## src/rtl/atp_pkg.sv

```systemverilog
// atp_pkg: shared definitions for the ATP shared-section arbiter.
// Holds the arbiter state enumeration, the highest valid section code,
// the default shared-section bounds and grant timeout, and a helper that
// tests whether a section index lies inside the shared section.
package atp_pkg;

  typedef enum logic [2:0] {
    ST_IDLE  = 3'd0,
    ST_GNT_A = 3'd1,
    ST_OCC_A = 3'd2,
    ST_GNT_B = 3'd3,
    ST_OCC_B = 3'd4,
    ST_FAULT = 3'd5
  } atp_state_t;

  localparam int unsigned POS_MAX    = 11;
  localparam int unsigned SEC_LO_DEF = 4;
  localparam int unsigned SEC_HI_DEF = 7;
  localparam int unsigned TMO_DEF    = 200;

  function automatic logic in_sec(input logic [3:0] pos,
                                  input int unsigned lo,
                                  input int unsigned hi);
    return ({28'd0, pos} >= lo) && ({28'd0, pos} <= hi);
  endfunction

endpackage

```

## src/rtl/atp_entry_timer.sv

```systemverilog
// atp_entry_timer: 8-bit entry counter for a granted train.
// Ports:
//   clk   - clock, rising edge
//   rst   - synchronous active-low reset
//   i_clr - hold counter at zero
//   i_en  - count one per cycle while high
//   o_tc  - terminal count, high while the counter equals TMO-1
module atp_entry_timer #(
  parameter int unsigned TMO = 200
) (
  input  logic clk,
  input  logic rst,
  input  logic i_clr,
  input  logic i_en,
  output logic o_tc
);

  logic [7:0] r_cnt;

  // Stops at terminal count; the arbiter leaves the grant state on that edge.
  always_ff @(posedge clk) begin
    if (!rst || i_clr) begin
      r_cnt <= 8'd0;
    end else if (i_en && !o_tc) begin
      r_cnt <= r_cnt + 8'd1;
    end
  end

  assign o_tc = (r_cnt == 8'(TMO - 1));

endmodule

```

## src/rtl/atp_section_arbiter.sv

```systemverilog
// atp_section_arbiter: grants two trains mutually exclusive movement
// authority into a shared single-track section [SEC_LO, SEC_HI].
// Ports:
//   clk                  - clock, rising edge
//   rst                  - synchronous active-low reset
//   req_a / req_b        - level access requests
//   pos_a / pos_b        - reported section index (0..11 valid)
//   pos_vld_a / pos_vld_b- position valid strobes
//   gnt_a / gnt_b        - movement authority (registered)
//   busy                 - section granted or occupied
//   tmo                  - one-cycle pulse when an unused grant expires
//   fault                - latched safety fault, cleared only by reset
module atp_section_arbiter
  import atp_pkg::*;
#(
  parameter int unsigned SEC_LO = SEC_LO_DEF,
  parameter int unsigned SEC_HI = SEC_HI_DEF,
  parameter int unsigned TMO    = TMO_DEF
) (
  input  logic       clk,
  input  logic       rst,
  input  logic       req_a,
  input  logic       req_b,
  input  logic [3:0] pos_a,
  input  logic [3:0] pos_b,
  input  logic       pos_vld_a,
  input  logic       pos_vld_b,
  output logic       gnt_a,
  output logic       gnt_b,
  output logic       busy,
  output logic       tmo,
  output logic       fault
);

  atp_state_t r_state;
  atp_state_t w_nxt;
  logic       r_ptr_b;      // 1: favour B on a simultaneous request
  logic       w_ptr_nxt;
  logic       w_tmo_nxt;
  logic       r_gnt_a, r_gnt_b, r_busy, r_tmo, r_fault;
  logic       w_sec_a, w_sec_b, w_in_a, w_in_b;
  logic       w_bad, w_intr, w_tc, w_tmr_clr;

  assign w_sec_a = in_sec(pos_a, SEC_LO, SEC_HI);
  assign w_sec_b = in_sec(pos_b, SEC_LO, SEC_HI);
  assign w_in_a  = pos_vld_a && w_sec_a;
  assign w_in_b  = pos_vld_b && w_sec_b;
  assign w_bad   = (pos_vld_a && (pos_a > 4'(POS_MAX))) ||
                   (pos_vld_b && (pos_b > 4'(POS_MAX)));

  // Counter runs only while waiting for entry; it is held at zero in every
  // other state so it starts from zero on each new grant.
  assign w_tmr_clr = !((r_state == ST_GNT_A) || (r_state == ST_GNT_B));

  atp_entry_timer #(.TMO(TMO)) u_timer (
    .clk  (clk),
    .rst  (rst),
    .i_clr(w_tmr_clr),
    .i_en (!w_tmr_clr),
    .o_tc (w_tc)
  );

  // A train without authority reporting itself inside the section.
  always_comb begin
    w_intr = 1'b0;
    case (r_state)
      ST_IDLE:            w_intr = w_in_a || w_in_b;
      ST_GNT_A, ST_OCC_A: w_intr = w_in_b;
      ST_GNT_B, ST_OCC_B: w_intr = w_in_a;
      default:            w_intr = 1'b0;
    endcase
  end

  // Next state; in GNT_x entry beats cancel, cancel beats timeout.
  always_comb begin
    w_nxt     = r_state;
    w_ptr_nxt = r_ptr_b;
    w_tmo_nxt = 1'b0;
    case (r_state)
      ST_IDLE: begin
        if (req_a && req_b)  w_nxt = r_ptr_b ? ST_GNT_B : ST_GNT_A;
        else if (req_a)      w_nxt = ST_GNT_A;
        else if (req_b)      w_nxt = ST_GNT_B;
      end
      ST_GNT_A: begin
        if (w_in_a)          w_nxt = ST_OCC_A;
        else if (!req_a)     w_nxt = ST_IDLE;
        else if (w_tc) begin
          w_nxt     = ST_IDLE;
          w_tmo_nxt = 1'b1;
          w_ptr_nxt = 1'b1;
        end
      end
      ST_OCC_A: begin
        if (pos_vld_a && !w_sec_a) begin
          w_nxt     = ST_IDLE;
          w_ptr_nxt = 1'b1;
        end
      end
      ST_GNT_B: begin
        if (w_in_b)          w_nxt = ST_OCC_B;
        else if (!req_b)     w_nxt = ST_IDLE;
        else if (w_tc) begin
          w_nxt     = ST_IDLE;
          w_tmo_nxt = 1'b1;
          w_ptr_nxt = 1'b0;
        end
      end
      ST_OCC_B: begin
        if (pos_vld_b && !w_sec_b) begin
          w_nxt     = ST_IDLE;
          w_ptr_nxt = 1'b0;
        end
      end
      ST_FAULT: w_nxt = ST_FAULT;
      default:  w_nxt = ST_FAULT;
    endcase
    // Safety hazards override any entry, exit or timeout in the same cycle.
    if ((r_state != ST_FAULT) && (w_bad || w_intr)) begin
      w_nxt     = ST_FAULT;
      w_tmo_nxt = 1'b0;
      w_ptr_nxt = r_ptr_b;
    end
  end

  // Outputs are registered from the next state so they match the state.
  always_ff @(posedge clk) begin
    if (!rst) begin
      r_state <= ST_IDLE;
      r_ptr_b <= 1'b0;
      r_gnt_a <= 1'b0;
      r_gnt_b <= 1'b0;
      r_busy  <= 1'b0;
      r_tmo   <= 1'b0;
      r_fault <= 1'b0;
    end else begin
      r_state <= w_nxt;
      r_ptr_b <= w_ptr_nxt;
      r_gnt_a <= (w_nxt == ST_GNT_A) || (w_nxt == ST_OCC_A);
      r_gnt_b <= (w_nxt == ST_GNT_B) || (w_nxt == ST_OCC_B);
      r_busy  <= (w_nxt != ST_IDLE) && (w_nxt != ST_FAULT);
      r_tmo   <= w_tmo_nxt;
      r_fault <= (w_nxt == ST_FAULT);
    end
  end

  assign gnt_a = r_gnt_a;
  assign gnt_b = r_gnt_b;
  assign busy  = r_busy;
  assign tmo   = r_tmo;
  assign fault = r_fault;

endmodule
```

## config.mk

```make
export PLATFORM = sky130hd
export DESIGN_NAME = atp_section_arbiter
export DESIGN_NICKNAME = d
export VERILOG_FILES = /design/src/rtl/atp_pkg.sv /design/src/rtl/atp_entry_timer.sv /design/src/rtl/atp_section_arbiter.sv
export SDC_FILE = /design/constraint.sdc
export NUM_CORES = 1
export LEC_CHECK = 0
export BUFFER_PORTS_ARGS = -buffer_cell sky130_fd_sc_hd__buf_2
export CORE_MARGIN = 1
export CORE_UTILIZATION = 45
export CTS_CLUSTER_DIAMETER = 50
export DETAILED_ROUTE_END_ITERATION = 10
export GPL_TIMING_DRIVEN = 0
export PLACE_DENSITY = 0.79
export SYNTH_ARGS = -nofsm -noshare
export SYNTH_HDL_FRONTEND = slang
export SYNTH_SLANG_ARGS = --single-unit
```

## constraint.sdc

```tcl
create_clock -name clk -period 2 [get_ports clk]
set_clock_uncertainty 0.15 [all_clocks]
set_input_delay 0.3 -clock clk [delete_from_list [all_inputs] [get_ports clk]]
set_output_delay 0.3 -clock clk [all_outputs]
set_load 0.05 [all_outputs]
```

==> results.yml <==
layout:
  nets: 146
  stdcell_area_sq_mm: 0.00115
  insertedDiodeCount: 0
  fillers: 186
  area_delta_synth_final_pct: 21.5
  final_util_pct: 58.7
  drive_above_1_share_pct: 29.2
  layout.cells.non_filler: 157
synthesis:
  synth-simple-area-share_pct: 27.7
  synth_cell_type_count: 42
  ys_seq_area_share_pct: 35.9
  async_flop_share_pct: 0
  synthAdderAreaFrac_pct: 1.32
  postSynthCellCount: 108
  yosysWarnings: 0
  synth_top_flop_cell: "dfxtp_1"
  synth_top_cell_area_share_pct: 35.9
  synth_area_leaders: "dfxtp_1 36%, nor2_1 4.7%, nand2_1 4.0%, a21boi_0 3.2%, o41ai_4 2.9%"
  ys_ff_latch: 17
  synth_top_family_by_area: "simple AND/OR/NAND/NOR gates"
  synth_edf_count: 0
  synthMostInstantiatedCell: "dfxtp_1"
  syn_nets: 123
  syn_area_per_cell_sq_um: 8.78
  synth_compound_area_share_pct: 25.6
  yosys.area.top_type: "dfxtp_1"
  synth_xor_area_share_pct: 5.54
  muxShareOfSynthArea_pct: 0
  synth_commonest_cells: "17 x dfxtp_1, 12 x nor2_1, 10 x nand2_1, 5 x nand3_1, 5 x nor3_1"
  synth_area_sq_um: 948
timing:
  fin_tns_setup_ns: 0
  finalCritPeriodShare_pct: 97.0
  slew_viol_final: 0
  worst_pin_slew_ns: 0.583
  fmax_ghz: 0.515
  setup_ws_ns: 0.0591
  finalHoldViolCount: 0
  post-route-min-period_ns: 1.94
  setup_viol: 0
  maxSlewHeadroom_pct: 60.8
  hold_slack_ns: 0.151
die:
  fp.coreArea_sq_mm: 0.00196
  rows: 16
  initial_utilization_pct: 48.3
  fp.dieH_um: 47.9
  die_w_um: 47.9
  die_area_sq_mm: 0.00230
  ioPinCount: 19
min_path:
  min_path_type: "in -> reg"
  hp-start: "rst"
  worstHoldPathCells: 3
  hold_end: "busy"
global_routing:
  grt_pass1_vias: 755
  antenna_found_initial: 0
  grt_first_pass_wirelength_um: 3170
  grt_max_degree: 11
  overflow: 0
  grt_usage_pct: 19.8
worst_setup_path:
  ff2ff_setup_slack_ns: 0.06
  reg2reg_from: "u_timer.r_cnt[2]"
  rr_worst_depth: 5
  cp.required_ns: 2.03
  start_kind: "flip-flop"
  crit_arrival_ns: 1.97
  r2r_end: "r_ptr_b"
  critPathKind: "reg -> reg"
  worstSetupEndpointType: "flip-flop"
  path_max_fanout: 5
clock_network:
  cts_hold_buf: 0
  ctsLongestPathBuffers: 2
  tritoncts: "done"
  clk_latency_ns: 0.28
  cts.reportedPaths.clkPinSlew_ns: 0.09
  clock_sinks: 17
  numCtsBuffers: 3
  h-tree-depth: 1
  clock-root-buffer: "clkbuf_4"
routing:
  drt_iter0_drc: 13
  totalWireLength_um: 1940
  wl_per_cell_um: 12.3
  vias: 871
  postRouteAntennaNets: 0
  first_pass_iters: 4
  vias_per_cell: 5.55
  drc: 0
power_and_ir_drop:
  vdd_drop_max_mv: 0.616
  power.density_mw_per_mm2: 690
  internal_power_mw: 0.537
  pwr-share-comb_pct: 31.4
  design_power_total_mw: 0.795
  switchingPower_mw: 0.257
  clockPowerShare_pct: 22.0
  p_seq_share_pct: 46.6
  swShare_pct: 32.4
  leakagePower_nw: 0.441
status:
  status: "completed"
placed_design:
  placed_cells: 149
  pre_cts_slack_ns: -0.168
  place_congestion: 0.786
  post_dp_cell_area_sq_mm: 0.00105
  port_buffers: 14
  dp_hpwl_um: 1500
flow_run:
  maxCapViolCount: 0
sequential cells by signal, summed over array words and instances, names as in the netlist:
signal / count
busy: 1
u_timer.r_cnt: 8
r_ptr_b: 1
gnt_a: 1
gnt_b: 1
fault: 1
tmo: 1
r_state: 3
power groups by stage:
stage | Clock (mW) | Sequential (mW) | Combinational, mW
2_1_floorplan | 0 | 0.412 | 0.141
3_3_place_gp | 0 | 0.378 | 0.222
3_5_place_dp | 0 | 0.379 | 0.227
4_1_cts | 0.182 | 0.372 | 0.233
5_1_grt | 0.198 | 0.374 | 0.274
6_report | 0.175 | 0.371 | 0.249
per-layer routing:
| layer | track usage, % | up-vias | wire length [um] |
|---|---|---|---|
| li1 | - | 445 | - |
| met1 | 23.4 | 411 | 848 |
| met2 | 33.2 | 15 | 1020 |
| met3 | 7.92 | 0 | 65 |
| met4 | 5.00 | 0 | 0 |
| met5 | 0 | - | 0 |
area by class of cell:
| cell class | instances | area (sq um) | area share [%] |
|---|---|---|---|
| plain buffers | 3 | 26.3 | 2.28 |
| clock buffers | 3 | 22.5 | 1.95 |
| clock inverters | 1 | 5.00 | 0.434 |
| inverters | 3 | 11.3 | 0.977 |
| multi-input cells | 85 | 606 | 52.6 |
| flip-flops and latches | 17 | 348 | 30.2 |
| well taps | 27 | 33.8 | 2.93 |
| repair buffers | 18 | 100 | 8.69 |
how the worst max path moves through the flow:
stage | from | to | slack (ns) | depth (start not counted)
after floorplan | u_timer.r_cnt[0] | r_ptr_b | 0.04 | 6
after global placement | u_timer.r_cnt[0] | r_ptr_b | -0.11 | 6
after detailed placement | u_timer.r_cnt[0] | r_ptr_b | -0.17 | 6
after CTS | u_timer.r_cnt[0] | r_ptr_b | -0.04 | 6
after global routing | u_timer.r_cnt[2] | r_ptr_b | -0.006 | 5
final | u_timer.r_cnt[2] | r_ptr_b | 0.06 | 5
repair_timing:
action                     4_1_cts  5_1_grt
pin swaps                        2        6
setup endpoints to repair        2        5
hold endpoints to repair         0        0
buffers inserted                 1        3
gates resized for setup          1        8
worst max-delay path, stage by stage, from the launching register on:
cell,delay (ns)
dfxtp_1,0.49
nand4_4,0.16
o41a_1,0.44
nor4_4,0.26
a31oi_1,0.12
a41o_1,0.22
cells in the final DEF (no fill, tap or decap), types with 2 or more instances in the layout:
| cell type | netlist | final |
|---|---|---|
| buf_2 | 0 | 14 |
| dfxtp_1 | 17 | 15 |
| nand3b_1 | 2 | 2 |
| nor4_1 | 2 | 2 |
| nor2_1 | 12 | 12 |
| a21oi_1 | 3 | 3 |
| nor3_1 | 5 | 5 |
| xor2_1 | 3 | 3 |
| dfxtp_4 | 0 | 2 |
| and2b_2 | 2 | 2 |
| nand2_1 | 10 | 10 |
| a21boi_0 | 4 | 4 |
| o21ai_0 | 4 | 4 |
| xnor2_1 | 3 | 3 |
| a31oi_1 | 3 | 3 |
| inv_1 | 3 | 3 |
| nand2b_1 | 4 | 4 |
| clkbuf_4 | 1 | 4 |
| buf_4 | 1 | 5 |
| nand3_1 | 5 | 5 |
kinds of logic (layout without fill, tap and decap cells):
family / Yosys count / in the layout
buffers and inverters: 6 / 28
AND/OR/NAND/NOR: 49 / 49
adder cells (fa/ha/maj): 1 / 1
AO/OA/AOI/OAI: 29 / 29
flip-flops: 17 / 17
XOR/XNOR: 6 / 6
(Power assumes the default switching activity.)
